File: src/rtl/bfu_pkg.sv
// bfu_pkg -- shared definitions for the radix-2 butterfly pipeline.
//   BFU_W / BFU_TW / BFU_TAGW : default data, twiddle and tag widths
//   bfu_mode_t                : per-sample mode bits {inverse, scale}
//   rnd_const()               : round-half-up constant for a Q1.(tw-1) rescale
//   sat_clip() / sat_hit()    : clamp to a signed w-bit range / detect clamping
package bfu_pkg;

    localparam int BFU_W    = 16;
    localparam int BFU_TW   = 16;
    localparam int BFU_TAGW = 4;

    typedef struct packed {
        logic inverse;   // multiply by conj(tw)
        logic scale;     // halve the results with rounding
    } bfu_mode_t;

    // Half of one LSB after a right shift by (tw-1).
    function automatic logic signed [63:0] rnd_const(input int tw);
        return 64'sd1 <<< (tw - 2);
    endfunction

    function automatic logic signed [63:0] sat_clip(input logic signed [63:0] v,
                                                    input int               w);
        logic signed [63:0] hi;
        logic signed [63:0] lo;
        hi = (64'sd1 <<< (w - 1)) - 64'sd1;
        lo = -(64'sd1 <<< (w - 1));
        if (v > hi) return hi;
        if (v < lo) return lo;
        return v;
    endfunction

    function automatic logic sat_hit(input logic signed [63:0] v,
                                     input int               w);
        logic signed [63:0] hi;
        logic signed [63:0] lo;
        hi = (64'sd1 <<< (w - 1)) - 64'sd1;
        lo = -(64'sd1 <<< (w - 1));
        return (v > hi) || (v < lo);
    endfunction

endpackage

File: src/rtl/bfu_pipe_cmult.sv
// cmult -- registered signed partial products of h*w for the butterfly.
//   clk             : clock
//   en              : load enable (pipeline advance)
//   a_real, a_imag  : W-bit signed operand h
//   b_real, b_imag  : TW-bit signed operand w
//   p_rr/p_ii/p_ri/p_ir : full-precision products ar*br, ai*bi, ar*bi, ai*br
module cmult
    import bfu_pkg::*;
#(
    parameter int W  = BFU_W,
    parameter int TW = BFU_TW
) (
    input  logic              clk,
    input  logic              en,
    input  logic [W-1:0]      a_real,
    input  logic [W-1:0]      a_imag,
    input  logic [TW-1:0]     b_real,
    input  logic [TW-1:0]     b_imag,
    output logic [W+TW-1:0]   p_rr,
    output logic [W+TW-1:0]   p_ii,
    output logic [W+TW-1:0]   p_ri,
    output logic [W+TW-1:0]   p_ir
);

    localparam int PW = W + TW;

    // NOTE: product registers carry no reset; their contents only matter
    // alongside a valid bit, which is reset elsewhere.
    always_ff @(posedge clk) begin
        if (en) begin
            // NOTE: non-blocking so every register samples pre-edge values.
            p_rr <= PW'($signed(a_real)) * PW'($signed(b_real));
            p_ii <= PW'($signed(a_imag)) * PW'($signed(b_imag));
            p_ri <= PW'($signed(a_real)) * PW'($signed(b_imag));
            p_ir <= PW'($signed(a_imag)) * PW'($signed(b_real));
        end
    end

endmodule

File: src/rtl/bfu_pipe.sv
// bfu_pipe -- 3-stage radix-2 butterfly: x = g + h*w, y = g - h*w.
//   clk, reset            : clock, synchronous active-low reset
//   in_valid / in_ready   : input handshake
//   g_*, h_*, tw_*        : operands (signed), twiddle in Q1.(TW-1)
//   inverse, scale        : per-sample mode (conj twiddle, halve result)
//   in_tag / out_tag      : opaque sideband travelling with each sample
//   out_valid / out_ready : output handshake
//   x_*, y_*              : saturated results
//   ovf / ovf_clr         : sticky saturation flag and its clear
// Stages: S1 operands, S2 products (cmult), S3 results. The whole pipe
// advances together whenever the output register is free or being taken.
module bfu_pipe
    import bfu_pkg::*;
#(
    parameter int W    = BFU_W,
    parameter int TW   = BFU_TW,
    parameter int TAGW = BFU_TAGW
) (
    input  logic            clk,
    input  logic            reset,
    input  logic            in_valid,
    output logic            in_ready,
    input  logic [W-1:0]    g_real,
    input  logic [W-1:0]    g_imag,
    input  logic [W-1:0]    h_real,
    input  logic [W-1:0]    h_imag,
    input  logic [TW-1:0]   tw_real,
    input  logic [TW-1:0]   tw_imag,
    input  logic            inverse,
    input  logic            scale,
    input  logic [TAGW-1:0] in_tag,
    output logic [TAGW-1:0] out_tag,
    output logic            out_valid,
    input  logic            out_ready,
    output logic [W-1:0]    x_real,
    output logic [W-1:0]    x_imag,
    output logic [W-1:0]    y_real,
    output logic [W-1:0]    y_imag,
    output logic            ovf,
    input  logic            ovf_clr
);

    localparam int SW = W + TW + 1;   // sum of two products
    localparam int RW = W + 2;        // rescaled / butterfly width
    localparam logic signed [SW-1:0] RND = SW'(rnd_const(TW));
    localparam logic signed [RW-1:0] ONE = RW'(1);

    logic enable;
    assign enable   = !out_valid || out_ready;
    assign in_ready = enable;

    // ---------------- S1: operands ----------------
    logic            s1_valid;
    logic [W-1:0]    s1_g_r, s1_g_i, s1_h_r, s1_h_i;
    logic [TW-1:0]   s1_w_r, s1_w_i;
    bfu_mode_t       s1_mode;
    logic [TAGW-1:0] s1_tag;

    always_ff @(posedge clk) begin
        if (!reset)      s1_valid <= 1'b0;
        else if (enable) s1_valid <= in_valid;
    end

    always_ff @(posedge clk) begin
        if (enable) begin
            s1_g_r          <= g_real;
            s1_g_i          <= g_imag;
            s1_h_r          <= h_real;
            s1_h_i          <= h_imag;
            s1_w_r          <= tw_real;
            s1_w_i          <= tw_imag;
            s1_mode.inverse <= inverse;
            s1_mode.scale   <= scale;
            s1_tag          <= in_tag;
        end
    end

    // ---------------- S2: products ----------------
    logic            s2_valid;
    logic [W-1:0]    s2_g_r, s2_g_i;
    bfu_mode_t       s2_mode;
    logic [TAGW-1:0] s2_tag;
    logic [W+TW-1:0] p_rr, p_ii, p_ri, p_ir;

    cmult #(.W(W), .TW(TW)) u_cmult (
        .clk    (clk),
        .en     (enable),
        .a_real (s1_h_r),
        .a_imag (s1_h_i),
        .b_real (s1_w_r),
        .b_imag (s1_w_i),
        .p_rr   (p_rr),
        .p_ii   (p_ii),
        .p_ri   (p_ri),
        .p_ir   (p_ir)
    );

    always_ff @(posedge clk) begin
        if (!reset)      s2_valid <= 1'b0;
        else if (enable) s2_valid <= s1_valid;
    end

    always_ff @(posedge clk) begin
        if (enable) begin
            s2_g_r  <= s1_g_r;
            s2_g_i  <= s1_g_i;
            s2_mode <= s1_mode;
            s2_tag  <= s1_tag;
        end
    end

    // ---------------- S3 datapath (combinational) ----------------
    logic signed [SW-1:0] e_rr, e_ii, e_ri, e_ir;
    logic signed [SW-1:0] t_r_full, t_i_full;
    logic signed [RW-1:0] t_r, t_i, g_r_e, g_i_e;
    logic signed [RW-1:0] sum [4];
    logic signed [RW-1:0] pre [4];
    logic [W-1:0]         sat_v [4];
    logic [3:0]           hit;

    assign e_rr = SW'($signed(p_rr));
    assign e_ii = SW'($signed(p_ii));
    assign e_ri = SW'($signed(p_ri));
    assign e_ir = SW'($signed(p_ir));

    always_comb begin
        // NOTE: every always_comb output is assigned on all paths to avoid latches.
        t_r_full = e_rr - e_ii;
        t_i_full = e_ri + e_ir;
        if (s2_mode.inverse) begin
            // h * conj(w)
            t_r_full = e_rr + e_ii;
            t_i_full = e_ir - e_ri;
        end
    end

    // Round half up back to the data scale; the result always fits in RW bits.
    assign t_r   = RW'((t_r_full + RND) >>> (TW - 1));
    assign t_i   = RW'((t_i_full + RND) >>> (TW - 1));
    assign g_r_e = RW'($signed(s2_g_r));
    assign g_i_e = RW'($signed(s2_g_i));

    always_comb begin
        sum[0] = g_r_e + t_r;
        sum[1] = g_i_e + t_i;
        sum[2] = g_r_e - t_r;
        sum[3] = g_i_e - t_i;
        hit    = '0;
        for (int i = 0; i < 4; i++) begin
            pre[i]   = s2_mode.scale ? ((sum[i] + ONE) >>> 1) : sum[i];
            sat_v[i] = W'(sat_clip(64'(pre[i]), W));
            hit[i]   = sat_hit(64'(pre[i]), W);
        end
    end

    // ---------------- S3: results ----------------
    always_ff @(posedge clk) begin
        if (!reset) begin
            out_valid <= 1'b0;
            out_tag   <= '0;
            x_real    <= '0;
            x_imag    <= '0;
            y_real    <= '0;
            y_imag    <= '0;
            ovf       <= 1'b0;
        end else begin
            if (enable) begin
                out_valid <= s2_valid;
                // Results hold their last valid sample across bubbles.
                if (s2_valid) begin
                    x_real  <= sat_v[0];
                    x_imag  <= sat_v[1];
                    y_real  <= sat_v[2];
                    y_imag  <= sat_v[3];
                    out_tag <= s2_tag;
                end
            end
            // A saturating load beats a simultaneous clear.
            if (enable && s2_valid && (|hit)) ovf <= 1'b1;
            else if (ovf_clr)                 ovf <= 1'b0;
        end
    end

endmodule

File: config.mk
export PLATFORM = sky130hd
export DESIGN_NAME = bfu_pipe
export DESIGN_NICKNAME = d
export VERILOG_FILES = /design/src/rtl/bfu_pkg.sv /design/src/rtl/bfu_pipe_cmult.sv /design/src/rtl/bfu_pipe.sv
export SDC_FILE = /design/constraint.sdc
export NUM_CORES = 2
export LEC_CHECK = 0
export CAP_MARGIN = 30
export CORE_MARGIN = 1
export CORE_UTILIZATION = 60
export DETAILED_ROUTE_END_ITERATION = 10
export PLACE_DENSITY = 0.78
export SKIP_LAST_GASP = 1
export SLEW_MARGIN = 20
export SYNTH_ARGS = -nofsm -noshare
export SYNTH_HDL_FRONTEND = slang
export SYNTH_SLANG_ARGS = --single-unit
export TNS_END_PERCENT = 50
File: constraint.sdc
create_clock -name clk -period 19.7 [get_ports clk]
set_input_delay 3.94 -clock clk [delete_from_list [all_inputs] [get_ports clk]]
set_output_delay 3.94 -clock clk [all_outputs]
set_load 0.005 [all_outputs]
Word level (Yosys, flattened, before mapping)
Index checks and enable logic that the tools add are counted.
{ "word_totals": {"out_inout_bits": 71, "inputBits": 107, "regBits": 340, "wordCells": 100} }
{ "op_classes": {"n_reduce_logical": 11, "n_lt_le_gt_ge": 8, "mux": 36, "n_mul": 4, "n_addsub": 14} }
{ "ops": {"columns": ["cell", "count"], "rows": [
  ["2-to-1 mux 16 bit", 16],
  ["multiplier 16 x 16 -> 32 bit", 4],
  ["adder 18 x 2 -> 18 bit (second input constant)", 4],
  ["greater-than comparator 18 x 16 -> 1 bit (second input constant)", 4],
  ["less-than comparator 18 x 16 -> 1 bit (second input constant)", 4],
  ["2-to-1 mux 18 bit", 4],
  ["adder 32 x 32 -> 33 bit", 2],
  ["adder 33 x 16 -> 33 bit (second input constant)", 2],
  ["2-to-1 mux 33 bit", 2],
  ["subtractor 32 x 32 -> 33 bit", 2],
  ["adder 16 x 18 -> 18 bit", 2],
  ["subtractor 16 x 18 -> 18 bit", 2],
  ["2-to-1 mux 1 bit", 14],
  ["logical OR 1 bit", 5],
  ["OR reduction 4 bit", 1],
  ["logical AND 1 bit", 2],
  ["AND reduction 2 bit", 1],
  ["nonzero test 2 bit", 1],
  ["zero test 1 bit", 1]
]} }

Logic depth before layout (Yosys ltp)
{ "depth": {"depth_word": 11, "mapped_depth": 41, "ltp_nobuf": 40} }

Cells and area by module
Synthesis repeated with hierarchy kept, for this count alone.
{ "hier_totals": {"hier_cells": 6744, "hier_area_um2": 62043.3} }
{ "modules_own_cells": {"columns": ["mod", "cells_each", "seq_area_each_um2", "n_inst", "area_each_um2"], "rows": [
  ["cmult", 4548, 3843.7, 1, 43431.7],
  ["bfu_pipe", 2196, 5645.4, 1, 18611.6]
]} }

Worst setup path before layout
No wires, ideal clock.
{ "synth_path": {"path_kind": "input port to output port", "startpoint": "in out_ready", "endpoint": "out in_ready", "arrival_time_ns": 11.457, "n_path_buf": 1, "path_stages": 2, "t_required_ns": 15.760, "slack_ns": 4.303, "path_cell_list": "nand2b_1 clkbuf_1"} }
{ "synth_via": {"elab_chain_len": 1} }
{ "synth_lines": {"columns": ["element", "line", "source"], "rows": [
  ["from (decl)", "bfu_pipe.sv:34", "input logic out_ready,"],
  ["logical OR 1 bit", "bfu_pipe.sv:49", "assign enable = !out_valid || out_ready;"],
  ["to (decl)", "bfu_pipe.sv:22", "output logic in_ready,"]
]} }
No other way between the ends.

Worst setup path after layout
{ "layout_path": {"startpoint": "reg u_cmult.p_ri[1]", "endpoint": "reg ovf"} }
{ "layout_via": {"elab_chain_len": 11, "word_cells_on_any_way": 20, "classes_between": "7 x add/sub; 4 x order compare; 4 x mux; 5 x reduce/logical"} }
{ "layout_lines": {"columns": ["element", "line", "source"], "rows": [
  ["from (decl)", "bfu_pipe_cmult.sv:21", "output logic [W+TW-1:0] p_ri,"],
  ["from (signal assigned)", "bfu_pipe_cmult.sv:34", "p_ri <= PW'($signed(a_real)) * PW'($signed(b_imag));"],
  ["adder 32 x 32 -> 33 bit / subtractor 32 x 32 -> 33 bit (equally long branches)", "bfu_pipe.sv:129, bfu_pipe.sv:133", null],
  ["2-to-1 mux 33 bit *", "bfu_pipe.sv:130", "if (s2_mode.inverse) begin"],
  ["adder 33 x 16 -> 33 bit *", "bfu_pipe.sv:139", "assign t_i = RW'((t_i_full + RND) >>> (TW - 1));"],
  ["adder 16 x 18 -> 18 bit / subtractor 16 x 18 -> 18 bit (equally long branches)", "bfu_pipe.sv:145, bfu_pipe.sv:147", null],
  ["adder 18 x 2 -> 18 bit", "bfu_pipe.sv:150", "pre[i] = s2_mode.scale ? ((sum[i] + ONE) >>> 1) : sum[i];"],
  ["2-to-1 mux 18 bit", "bfu_pipe.sv:150", null],
  ["greater-than comparator 18 x 16 -> 1 bit / less-than comparator 18 x 16 -> 1 bit (equally long branches)", "bfu_pkg.sv:39", "return (v > hi) || (v < lo);"],
  ["logical OR 1 bit", "bfu_pkg.sv:39", null],
  ["OR reduction 4 bit *", "bfu_pipe.sv:179", "if (enable && s2_valid && (|hit)) ovf <= 1'b1;"],
  ["logical AND 1 bit *", "bfu_pipe.sv:179", null],
  ["2-to-1 mux 1 bit / nonzero test 2 bit (equally long branches)", null, null],
  ["to (signal assigned)", "bfu_pipe.sv:165", "ovf <= 1'b0;"],
  ["to (signal assigned)", "bfu_pipe.sv:179", null],
  ["to (signal assigned)", "bfu_pipe.sv:180", "else if (ovf_clr) ovf <= 1'b0;"],
  ["to (decl)", "bfu_pipe.sv:39", "output logic ovf,"]
]} }
Mark *: on every way between the ends. The rest lies on a longest branch, timed or not.
A chain may end at the register's enable or synchronous reset.

==> results_dict.tcl <==
set metrics [dict create \
    status "finished, final reports clean" \
    number_of_synthesized_flops_with_an_enable_pin 268 \
    clock_tree_from_tritoncts "yes" \
    reg2reg_slack_ps 10300 \
    start_util 0.6049 \
    critical_path_rt_ps 20200 \
    root_buffer "sky130_fd_sc_hd__clkbuf_16" \
    io_pins 178 \
    synth-seq-area-share 0.1596 \
    r2r-end "ovf$_SDFFE_PN0P_" \
    antenna_found_initial 1 \
    fmax_mhz 106.4 \
    timing.final.setup_violations 0 \
    synth.yosys.warnings 0 \
    yosys_most_used_dff "sky130_fd_sc_hd__edfxtp_1" \
    critPathKind "register to register" \
    die_h_um 316.8 \
    clock_slew_at_the_register_clock_pins_of_the_worst_setup_and_hold_paths_ps 60 \
    async_reset_ff_frac 0 \
    regToRegStartpoint "u_cmult.p_ri[1]$_DFFE_PN_" \
    finalCriticalPeriod_ps 9403 \
    ctsHtreeMaxLevel 2 \
    clkSinkCount 340 \
    period_share 0.4773 \
    synth_area_leader_cell "sky130_fd_sc_hd__fa_1" \
    ys_seq_elements 340 \
    drc 0 \
    timing_hold_violations_final 0 \
    syn_nets 7986 \
    io_buffers 177 \
    max_cap_viol_count 0 \
    synthDistinctLibCells 110 \
    timing.slew.headroom 0.3674 \
    globalRouteTotalUtil 0.3031 \
    std_cell_rows 115 \
    final-instance-count-excl-fill 7716 \
    vias 43900 \
    critPathMaxFanout 14 \
    multiInputGateArea_um2 44200 \
    routed_via_density 5.689 \
    vias_in_the_first_global_route 45920 \
    ant_nets 0 \
    final.setup_skew_ps 37.85 \
    drive_above_1_share 0.03547 \
    clock_insertion_delay_worst_skew_ps 660 \
    syn_inst 6357 \
    post_cts.resized_instances 0 \
    cts_buffer_depth 3 \
    die-area_um2 100300 \
    placeableCoreArea_um2 98280 \
    rsz0062_at_grt "no" \
    worst_r2r_path_depth 33 \
    buffers_inserted_by_post_cts_timing_repair 0 \
    arrival_ps 9900 \
    total_grt_overflow 0 \
    synth.area.top_cells "sky130_fd_sc_hd__fa_1 (35%), sky130_fd_sc_hd__edfxtp_1 (14%), sky130_fd_sc_hd__ha_1 (9.9%)" \
    yosys.area.top_type_share 0.3543 \
    worst_slew_pin_slew_ps 946.4 \
    areaGrowthSynthToFinish_pct 7.592 \
    gp_routability_congestion 0.9326 \
    synthesis.area_per_instance_um2 9.351 \
    place_inst 7628 \
    number_of_clock_buffers_inserted_by_tritoncts 45 \
    setup_tns_final_ps 0 \
    grt_pass1_wl_mm 238.2 \
    final_max_slew_viol_count 0 \
    critical_path.slowest_cell "sky130_fd_sc_hd__or4b_2" \
    detailed_place_hpwl_mm 110.8 \
    post_cts_hold_buffers 0 \
    worst_setup_path_startpoint "u_cmult.p_ri[1]$_DFFE_PN_" \
    critical_path.endpoint "ovf$_SDFFE_PN0P_" \
    detail_route.wirelength_mm 144.7 \
    final-seq-area_um2 9489 \
    worstSetupEndpointType "register" \
    drt-pass1-iter-count 6 \
    min_delay_path_depth 0 \
    start_kind "register" \
    grt_max_degree 124 \
    syn_area_um2 59440 \
    die_w_um 316.8 \
    layout.filler_cells 7868 \
    worst_path_largest_cell_delay_ps 640 \
    first_iter_violations 2807 \
    post_drt_wl_per_cell_um 18.76 \
    finalNetCount 8021 \
    worst_hold_path_type "register to register" \
]
## layout make-up
class,count,share of cell area
clock buffer,49,0.01784
clock inverter,34,0.006084
timing repair buffer,255,0.03741
inverter,1260,0.07395
multi-input combinational,4490,0.6911
antenna,1,0.00003913
sequential,340,0.1484
tap,1287,0.02518
## routing by layer
metal	GRT usage	share of wire	up-vias
met5	0	0	-
met2	0.4995	0.47	1609
li1	-	-	19920
met3	0.05576	0.078	347
met4	0.1378	0.050	0
met1	0.3906	0.40	22030
## cell usage after synthesis (all sizes together) (9+ instances only)
cell     instances
inv           1259
fa            1052
nand2          734
ha             470
and2           431
a21oi          302
edfxtp         268
clkbuf         249
xnor2          248
o21ai          194
nor2           185
xor2            97
nor3            88
nand2b          82
nand3           73
dfxtp           72
a21o            67
o21bai          44
a31oi           40
nor2b           34
and3            27
o211ai          22
a211oi          21
nand4           21
or3             21
or2             20
buf             18
o21a            18
mux2i           17
nor4            15
nor3b           12
a2111oi          9
a21boi           9
## worst max-delay path, delay by kind of cell, from the launching register on
family / cells / cell delay (ps)
mux: 1 / 250
flops: 1 / 440
xor+xnor: 5 / 1080
compound gates: 8 / 1640
simple gates: 16 / 4720
fa+ha+maj: 2 / 870
buf+inv: 1 / 240
## layout by cell type, fill, tap and decap left out, types with 80 or more instances in the layout
| cell type | instances |
|---|---|
| sky130_fd_sc_hd__ha_1 | 470 |
| sky130_fd_sc_hd__o21ai_0 | 187 |
| sky130_fd_sc_hd__and2_1 | 430 |
| sky130_fd_sc_hd__edfxtp_1 | 268 |
| sky130_fd_sc_hd__nor3_1 | 87 |
| sky130_fd_sc_hd__a21oi_1 | 288 |
| sky130_fd_sc_hd__xor2_1 | 97 |
| sky130_fd_sc_hd__fa_1 | 1052 |
| sky130_fd_sc_hd__nor2_1 | 185 |
| sky130_fd_sc_hd__xnor2_1 | 246 |
| sky130_fd_sc_hd__nand2b_1 | 80 |
| sky130_fd_sc_hd__clkdlybuf4s50_1 | 176 |
| sky130_fd_sc_hd__inv_1 | 1259 |
| sky130_fd_sc_hd__nand2_1 | 733 |
## stage by stage
step                        util  setup WS [ps]  hold slack, ps  area, um2
after global routing      0.6507           9459           423.0      63950
after global placement    0.6346          10210           402.3      62360
after detailed placement  0.6346           9997           404.5      62360
after CTS                 0.6502           9973           417.6      63900
final                     0.6508          10300           417.8      63960
after floorplan                -           4303           400.3      59440
## worst min path at each step
stage | from | end | slack [ps]
floorplan | s1_g_i[0]$_DFFE_PN_ | s2_g_i[0]$_DFFE_PN_ | 400
global placement | s1_g_i[5]$_DFFE_PN_ | s2_g_i[5]$_DFFE_PN_ | 400
detailed placement | s1_g_i[7]$_DFFE_PN_ | s2_g_i[7]$_DFFE_PN_ | 400
CTS | s1_g_i[7]$_DFFE_PN_ | s2_g_i[7]$_DFFE_PN_ | 420
global route | s1_g_i[5]$_DFFE_PN_ | s2_g_i[5]$_DFFE_PN_ | 420
finish | s1_g_i[9]$_DFFE_PN_ | s2_g_i[9]$_DFFE_PN_ | 420
## registers in the layout, indices dropped and copies added, names as in the netlist, 32 cells and up
register / count
u_cmult.p_ii: 32
u_cmult.p_ir: 32
u_cmult.p_ri: 32
u_cmult.p_rr: 32
## logic make-up (layout without fill, tap and decap cells)
family                   after synthesis  in the layout  synth area share
AND/OR/NAND/NOR                     1769           1769            0.1462
flip-flops                           340            340            0.1596
XOR/XNOR                             349            349           0.05269
AO/OA/AOI/OAI                        827            827           0.08716
buffers and inverters               1527           1598           0.09693
other                                  0              1                 0
adder cells (fa/ha/maj)             1524           1524            0.4536
multiplexers                          21             21          0.003747
Power is left out: the tool's default activity adds up to more than one toggle a clock period on the data nets, which glitch-free logic cannot reach.
